File: src/rtl/bcd_updown_counter.sv
// ============================================================================
// Module   : bcd_updown_counter
// Purpose  : Multi-digit BCD up/down counter with load, enable and terminal count
// Revision : 1.0
// ============================================================================
`default_nettype none

module bcd_updown_counter #(
  parameter int DIGITS = 2
) (
  input  logic                  clk,
  input  logic                  rst_n,
  input  logic                  en,
  input  logic                  up,
  input  logic                  load,
  input  logic [4*DIGITS-1:0]   d,
  input  logic                  clr_err,
  output logic [4*DIGITS-1:0]   q,
  output logic                  tc,
  output logic                  err
);

  localparam int         W         = 4 * DIGITS;
  localparam logic [3:0] MAX_DIGIT = 4'd9;

  logic [W-1:0] q_q, q_d;
  logic         err_q, err_d;

  logic [W-1:0] load_val;
  logic         load_bad;
  logic [W-1:0] step_val;
  logic         ripple;
  logic [3:0]   dig;
  logic         all_max;
  logic         all_zero;

  // Illegal digits are replaced by 0 so the downstream decoder never sees 10-15.
  always_comb begin
    load_val = '0;
    load_bad = 1'b0;
    for (int k = 0; k < DIGITS; k++) begin
      if (d[4*k +: 4] > MAX_DIGIT) begin
        load_bad = 1'b1;
      end else begin
        load_val[4*k +: 4] = d[4*k +: 4];
      end
    end
  end

  always_comb begin
    step_val = q_q;
    ripple   = 1'b1;
    dig      = 4'd0;
    all_max  = 1'b1;
    all_zero = 1'b1;
    for (int k = 0; k < DIGITS; k++) begin
      dig = q_q[4*k +: 4];
      if (dig != MAX_DIGIT) all_max  = 1'b0;
      if (dig != 4'd0)      all_zero = 1'b0;
      if (ripple) begin
        if (up) begin
          if (dig == MAX_DIGIT) begin
            step_val[4*k +: 4] = 4'd0;
          end else begin
            step_val[4*k +: 4] = dig + 4'd1;
            ripple             = 1'b0;
          end
        end else begin
          if (dig == 4'd0) begin
            step_val[4*k +: 4] = MAX_DIGIT;
          end else begin
            step_val[4*k +: 4] = dig - 4'd1;
            ripple             = 1'b0;
          end
        end
      end
    end
  end

  // An illegal load on the same edge as clr_err keeps err set.
  always_comb begin
    q_d   = q_q;
    err_d = err_q;
    if (load) begin
      q_d = load_val;
    end else if (en) begin
      q_d = step_val;
    end
    if (load && load_bad) begin
      err_d = 1'b1;
    end else if (clr_err) begin
      err_d = 1'b0;
    end
  end

  always_ff @(posedge clk) begin
    if (!rst_n) begin
      q_q   <= '0;
      err_q <= 1'b0;
    end else begin
      q_q   <= q_d;
      err_q <= err_d;
    end
  end

  assign q   = q_q;
  assign err = err_q;
  assign tc  = en & ((up & all_max) | (~up & all_zero));

endmodule

`default_nettype wire
File: config.mk
export PLATFORM = sky130hd
export DESIGN_NAME = bcd_updown_counter
export DESIGN_NICKNAME = d
export VERILOG_FILES = /design/src/rtl/bcd_updown_counter.sv
export SDC_FILE = /design/constraint.sdc
export NUM_CORES = 1
export LEC_CHECK = 0
export BUFFER_PORTS_ARGS = -buffer_cell sky130_fd_sc_hd__buf_2
export CAP_MARGIN = 10
export CELL_PAD_IN_SITES_DETAIL_PLACEMENT = 0
export CELL_PAD_IN_SITES_GLOBAL_PLACEMENT = 1
export CORE_MARGIN = 1.5
export CORE_UTILIZATION = 36
export DETAILED_ROUTE_END_ITERATION = 10
export PLACE_DENSITY_LB_ADDON = 0.15
export SETUP_SLACK_MARGIN = 0.4
export SYNTH_ARGS = -nofsm -noshare
export SYNTH_HDL_FRONTEND = slang
export SYNTH_SLANG_ARGS = --single-unit
File: constraint.sdc
create_clock -name clk -period 1.94 [get_ports clk]
set_clock_uncertainty 0.05 [all_clocks]
set_input_delay 0.194 -clock clk [delete_from_list [all_inputs] [get_ports clk]]
set_output_delay 0.194 -clock clk [all_outputs]
set_load 0.005 [all_outputs]
==> impl_metrics.csv, run 1 <==
group,metric,value,unit
route,antenna_left,0,
cts,clock_latency,0.26,ns
critical_path,r2r-start,"q[4]$_SDFFE_PN0P_",
synth,synth_simple_gate_area_share,24.7,%
critical_path,critPathMaxFanout,4,
floorplan,die_w,50.5,um
cells_and_area,drive_above_1_share,40.9,%
cells_and_area,n_fill_cell,243,
sta,maxSlewViolCount,0,
cts,htreeDepth,1,
cts,cts.clk_slew.worst_paths,0.07,ns
synth,synth_xor_area_share,4.31,%
critical_path,crit_end,"tc",
critical_path,r2r-end,"q[7]$_SDFFE_PN0P_",
cells_and_area,layout.nets,142,
critical_path,r2r_cells,6,
cells_and_area,diodes,0,
cells_and_area,syn2layout_area_growth,29.7,%
critical_path,crit_required,1.70,ns
critical_path,crit_start,"q[0]$_SDFFE_PN0P_",
synth,ys_types,45,
critical_path,criticalPathCategory,"reg -> out",
status,violations,"negative setup slack",
cells_and_area,finish.instance_area,1050,sq um
cells_and_area,fin_cells,155,
global_routing,grt_overflow,0,
synth,syn_avg_cell_area,7.73,sq um
synth,yosys_warnings,0,
placement,place.gp.congestion,0.778,
sta,finalCritPeriodShare,101,%
route,firstDrtPassIters,4,
power,p_comb_share,32.0,%
route,viasPerCell,5.60,
placement,hpwl,1530,um
synth,synth_top_family_by_area,"compound AO/OA/AOI/OAI gates",
floorplan,ios,24,
sta,relSlewSlack,70.7,%
sta,rsz0062_at_grt,"yes",
critical_path,cp-start-kind,"flip-flop",
global_routing,grt_pass1_wl,3290,um
critical_path,worstPathArrival,1.72,ns
power,p_seq_share,41.1,%
power,p_clk_share,26.9,%
global_routing,antenna_found_initial,0,
synth,async_reset_ff_share,0,%
critical_path,cp-end-kind,"primary output",
cts,cts_buffers,3,
synth,synth.mux.area_fraction,0,%
power,p_sw_share,34.5,%
synth,synth_edf_count,0,
route,vias,868,
floorplan,die_y,50.5,um
power,power_density,538,nW/um^2
floorplan,start_util,37.4,%
route,drt_wl_total,2160,um
synth,synth_cells,105,
sta,finalSetupViolations,1,
power,peakVddDrop,295,uV
placement,dp.cells,149,
route,dr.first_iter.drc_count,15,
route,post_drt_wl_per_cell,14.0,um
floorplan,core_area,2170,sq um
cts,cts_buffer_depth,2,
sta,setup_ws,-0.0279,ns
cts,root_buffer,"clkbuf_4",
floorplan,die-area,2550,sq um
power,p_switching,0.000196,W
placement,io_buffers,23,
synth,synth_flop_cell,"dfxtp_1",
synth,syn-cell-area,812,sq um
status,outcome,"complete, but fails checks",
power,intPower,0.000371,W
synth,synth-adder-area-share,0,%
cts,cts_tree,"built",
global_routing,grt_pass1_vias,700,
sta,max_freq,0.508,GHz
synth,synth-compound-area-share,35.0,%
critical_path,r2r_slack,0.28,ns
power,leakagePower,0.418,nW
global_routing,grt_util_all_layers,17.4,%
min_path,worstHoldPathType,"in -> reg",
sta,tightest_slew,0.436,ns
sta,period_needed,1.97,ns
synth,yosys_register_bits,9,
synth,synthesis.nets,119,
floorplan,core.rowCount,17,
sta,hold_slack,0.154,ns
cts,hold_buffers,0,
synth,ys_seq_area_share,22.2,%
sta,hold_viol,0,
route,drc_errors,0,
placement,postPlaceCellArea,921,sq um
global_routing,grt_start_max_net_pins,15,
flow_run,maxCapViolCount,0,
cts,clock-sinks,9,
[routing by layer]
metal	GRT usage, %	share of wire [%]	up-vias
li1	-	-	447
met1	25.7	49	396
met2	23.9	44	23
met3	2.38	5.6	2
met4	9.46	0.74	0
met5	0	0	-
[synth_stat cells (3+ instances only)]
cell type  n  area [sq um]
dfxtp_1    9           180
buf_6      4          45.0
a21oi_1    8          40.0
xnor2_1    4          35.0
clkbuf_1   4          15.0
nor2_1     3          11.3
o21ai_0    8          40.0
a211oi_1   3          22.5
nor3_1     5          25.0
inv_1      7          26.3
nand2_1    7          26.3
[sequential cells by signal, indices dropped and copies added (netlist names)]
| signal | count |
|---|---|
| q | 8 |
| err | 1 |
[cell families after synthesis]
logic type / after synthesis
XOR/XNOR: 4
buffers and inverters: 18
flip-flops: 9
AND/OR/NAND/NOR: 35
AO/OA/AOI/OAI: 39
[final cells by class]
cell class | instances | area [sq um] | area share [%]
multi-input cells | 78 | 608 | 57.7
well taps | 28 | 35.0 | 3.33
repair buffers | 28 | 160 | 15.2
flip-flops and latches | 9 | 194 | 18.4
clock buffers | 4 | 26.3 | 2.49
inverters | 8 | 30.0 | 2.85
[layout by cell type (no fill, tap or decap), types with 2 or more instances in the layout]
| master | synthesis | routed |
|---|---|---|
| nor3_1 | 5 | 4 |
| nand2b_1 | 2 | 2 |
| nand2_1 | 7 | 7 |
| or4_4 | 0 | 2 |
| a2111oi_4 | 0 | 2 |
| dfxtp_1 | 9 | 2 |
| dfxtp_2 | 0 | 5 |
| buf_4 | 0 | 3 |
| a211oi_1 | 3 | 3 |
| clkbuf_4 | 0 | 3 |
| xnor2_1 | 4 | 4 |
| o211a_1 | 2 | 2 |
| and2_1 | 2 | 2 |
| inv_1 | 7 | 7 |
| buf_2 | 0 | 23 |
| a21oi_1 | 8 | 6 |
| buf_6 | 4 | 2 |
| dfxtp_4 | 0 | 2 |
| nand4_1 | 2 | 2 |
| nand3b_1 | 2 | 2 |
| o21ai_0 | 8 | 8 |
| nor2_1 | 3 | 3 |
[critical path: stages, from the launching register on]
cell and delay, ns:
dfxtp_1 0.31, or2_4 0.26, or4_4 0.43, a2111oi_4 0.30
buf_2 0.16
[metrics by stage]
| stage | setup TNS (ns) | worst slack (ns) | util [%] | total power (W) |
|---|---|---|---|---|
| 2_1_floorplan | 0 | 0.283 | - | 0.000342 |
| 3_3_place_gp | 0 | 0.214 | 42.4 | 0.000385 |
| 3_5_place_dp | 0 | 0.172 | 42.4 | 0.000385 |
| 4_1_cts | -0.0406 | -0.0406 | 44.1 | 0.000544 |
| 5_1_grt | -0.0747 | -0.0747 | 48.6 | 0.000607 |
| 6_report | -0.0279 | -0.0279 | 48.6 | 0.000566 |
[power groups by stage]
| stage | Clock (W) | Combinational (W) | Sequential, W |
|---|---|---|---|
| 6_report | 0.000152 | 0.000181 | 0.000233 |
| 5_1_grt | 0.000171 | 0.000199 | 0.000237 |
| 4_1_cts | 0.000158 | 0.000156 | 0.000229 |
| 3_5_place_dp | 0 | 0.000154 | 0.000232 |
| 3_3_place_gp | 0 | 0.000154 | 0.000231 |
| 2_1_floorplan | 0 | 0.000129 | 0.000213 |
[worst min-delay path by stage]
stage	startpoint	to	depth (start not counted)
after floorplan	rst_n	q[3]$_SDFFE_PN0P_	1
after global placement	err$_SDFFE_PN0P_	err$_SDFFE_PN0P_	2
after detailed placement	err$_SDFFE_PN0P_	err$_SDFFE_PN0P_	2
after CTS	rst_n	q[5]$_SDFFE_PN0P_	2
after global routing	rst_n	q[3]$_SDFFE_PN0P_	2
final	rst_n	q[3]$_SDFFE_PN0P_	2
[timing repair]
| action | CTS | global route |
|---|---|---|
| gates resized for setup | 4 | 19 |
| setup endpoints to repair | 5 | 6 |
| buffers inserted | 0 | 2 |
| pin swaps | 0 | 4 |
Power figures use the tool's default switching activity.
==> run 2, diff against run 1 <==
--- a/config.mk
+++ b/config.mk
@@ -9,11 +9,13 @@
 export CAP_MARGIN = 10
 export CELL_PAD_IN_SITES_DETAIL_PLACEMENT = 0
 export CELL_PAD_IN_SITES_GLOBAL_PLACEMENT = 1
+export CORE_ASPECT_RATIO = 1.1
 export CORE_MARGIN = 1.5
 export CORE_UTILIZATION = 36
 export DETAILED_ROUTE_END_ITERATION = 10
 export PLACE_DENSITY_LB_ADDON = 0.15
 export SETUP_SLACK_MARGIN = 0.4
+export SKIP_CTS_REPAIR_TIMING = 1
 export SYNTH_ARGS = -nofsm -noshare
 export SYNTH_HDL_FRONTEND = slang
 export SYNTH_SLANG_ARGS = --single-unit
==> run 2 against run 1 <==
  * Sequential power about the same
  * Non-clock buffer count decreased by 2
  * Clock power grew 4%
  * Power fell by 1.5%
  * The flow still finishes with violations (negative setup slack)
  * Wire length rose by 2.4%
  * Die area about the same
  * Sequential share of layout area rose by 0.92 points
  * Critical endpoint unchanged
  * Cell count down 1.3%
  * Combinational power shrank 7%
  * Maximum frequency rose by 0.37%
  * Critical path depth did not move
==> impl_metrics.csv, run 2 (synthesis gave the netlist of run 1 again) <==
group,metric,value,unit
sta,finalSetupViolations,1,
cts,htreeDepth,1,
critical_path,worstPathCellList,"or2_4 > or4_4 > a2111oi_4 > buf_2",
sta,period_needed,1.96,ns
sta,maxSlewViolCount,0,
critical_path,crit_required,1.70,ns
global_routing,grt_overflow,0,
floorplan,ios,24,
sta,max_freq,0.510,GHz
sta,tightest_slew,0.377,ns
critical_path,worstPathArrival,1.72,ns
placement,hpwl,1620,um
power,leakagePower,0.399,nW
critical_path,criticalPathCategory,"reg -> out",
cts,cts_buffer_depth,2,
floorplan,die_y,52.8,um
status,outcome,"complete, but fails checks",
global_routing,antenna_found_initial,0,
floorplan,die-area,2550,sq um
cells_and_area,fin_cells,153,
power,power,0.000558,W
cells_and_area,fin_util,48.9,%
cts,root_buffer,"clkbuf_4",
route,antenna_left,0,
route,drt_wl_total,2220,um
placement,postPlaceCellArea,921,sq um
cts,cts_tree,"built",
sta,hold_viol,0,
critical_path,cp-end-kind,"primary output",
cells_and_area,drive_above_1_share,39.2,%
sta,setup_ws,-0.0207,ns
cells_and_area,diodes,0,
route,viasPerCell,5.71,
critical_path,cpPeakStageDelay,0.43,ns
power,peakVddDrop,277,uV
placement,io_buffers,23,
sta,relSlewSlack,74.8,%
cells_and_area,finish.instance_area,1010,sq um
status,violations,"negative setup slack",
cts,cts_buffers,3,
global_routing,grt_pass1_vias,773,
cts,cts.clk_slew.worst_paths,0.07,ns
route,dr.first_iter.drc_count,17,
placement,place.gp.congestion,0.817,
critical_path,critPathTopFamily,"simple AND/OR/NAND/NOR gates",
cts,clock-sinks,9,
cts,clock_latency,0.27,ns
sta,rsz0062_at_grt,"yes",
critical_path,crit_buf_inv,1,
route,firstDrtPassIters,4,
global_routing,grt_start_max_net_pins,15,
floorplan,start_util,39.4,%
critical_path,cp-start-kind,"flip-flop",
sta,finalCritPeriodShare,101,%
floorplan,core.rowCount,17,
cells_and_area,syn2layout_area_growth,24.3,%
cells_and_area,largest_reg_flops,8,
power,power_density,552,nW/um^2
cells_and_area,final_cell_mix,"buf_2 (23), o21ai_0 (8), nand2_1 (7), inv_1 (7), a21oi_1 (7)",
route,vias,873,
global_routing,grt_util_all_layers,20.5,%
critical_path,slowest_stage,"or4_4",
flow_run,maxCapViolCount,0,
floorplan,core_area,2060,sq um
cells_and_area,layout.nets,140,
route,drc_errors,0,
placement,dp.cells,149,
min_path,worstHoldPathType,"in -> reg",
critical_path,critPathMaxFanout,4,
floorplan,die_w,48.3,um
route,post_drt_wl_per_cell,14.5,um
global_routing,grt_pass1_wl,3610,um
cells_and_area,final_common_cell,"buf_2",
run 2: area by class of cell:
type / instances / area, sq um
clock buffers: 4 / 26.3
fillers: 221 / 1050
inverters: 8 / 30.0
multi-input cells: 78 / 586
flip-flops and latches: 9 / 195
well taps: 28 / 35.0
repair buffers: 26 / 138
run 2: routing by layer:
layer  GRT usage, %  wire length [um]
met4           6.76                24
met5              0                 0
met1           26.9               950
met2           32.5              1150
met3           4.14                94
run 2: final timing paths:
path / cells past startpoint / slack [ns] / startpoint / endpoint
hold / removal: 2 / 0.15 / rst_n / q[3]$_SDFFE_PN0P_
setup reg to reg: 5 / 0.41 / q[0]$_SDFFE_PN0P_ / q[5]$_SDFFE_PN0P_
hold reg to reg: 2 / 0.44 / err$_SDFFE_PN0P_ / err$_SDFFE_PN0P_
setup / recovery: 4 / -0.02 / q[0]$_SDFFE_PN0P_ / tc
run 2: power breakdown:
group,internal (W),switching [W],total (W)
clock network,0.0000795,0.0000788,0.000158
registers,0.000200,0.0000312,0.000231
logic,0.0000820,0.0000864,0.000168
run 2: through the flow:
| stage | setup WS [ns] | hold WS (ns) | setup TNS, ns |
|---|---|---|---|
| after floorplan | 0.283 | 0.272 | 0 |
| after global placement | 0.217 | 0.416 | 0 |
| after global routing | -0.115 | 0.150 | -0.115 |
| final | -0.0207 | 0.150 | -0.0207 |
| after CTS | -0.0321 | 0.151 | -0.0321 |
| after detailed placement | 0.181 | 0.426 | 0 |
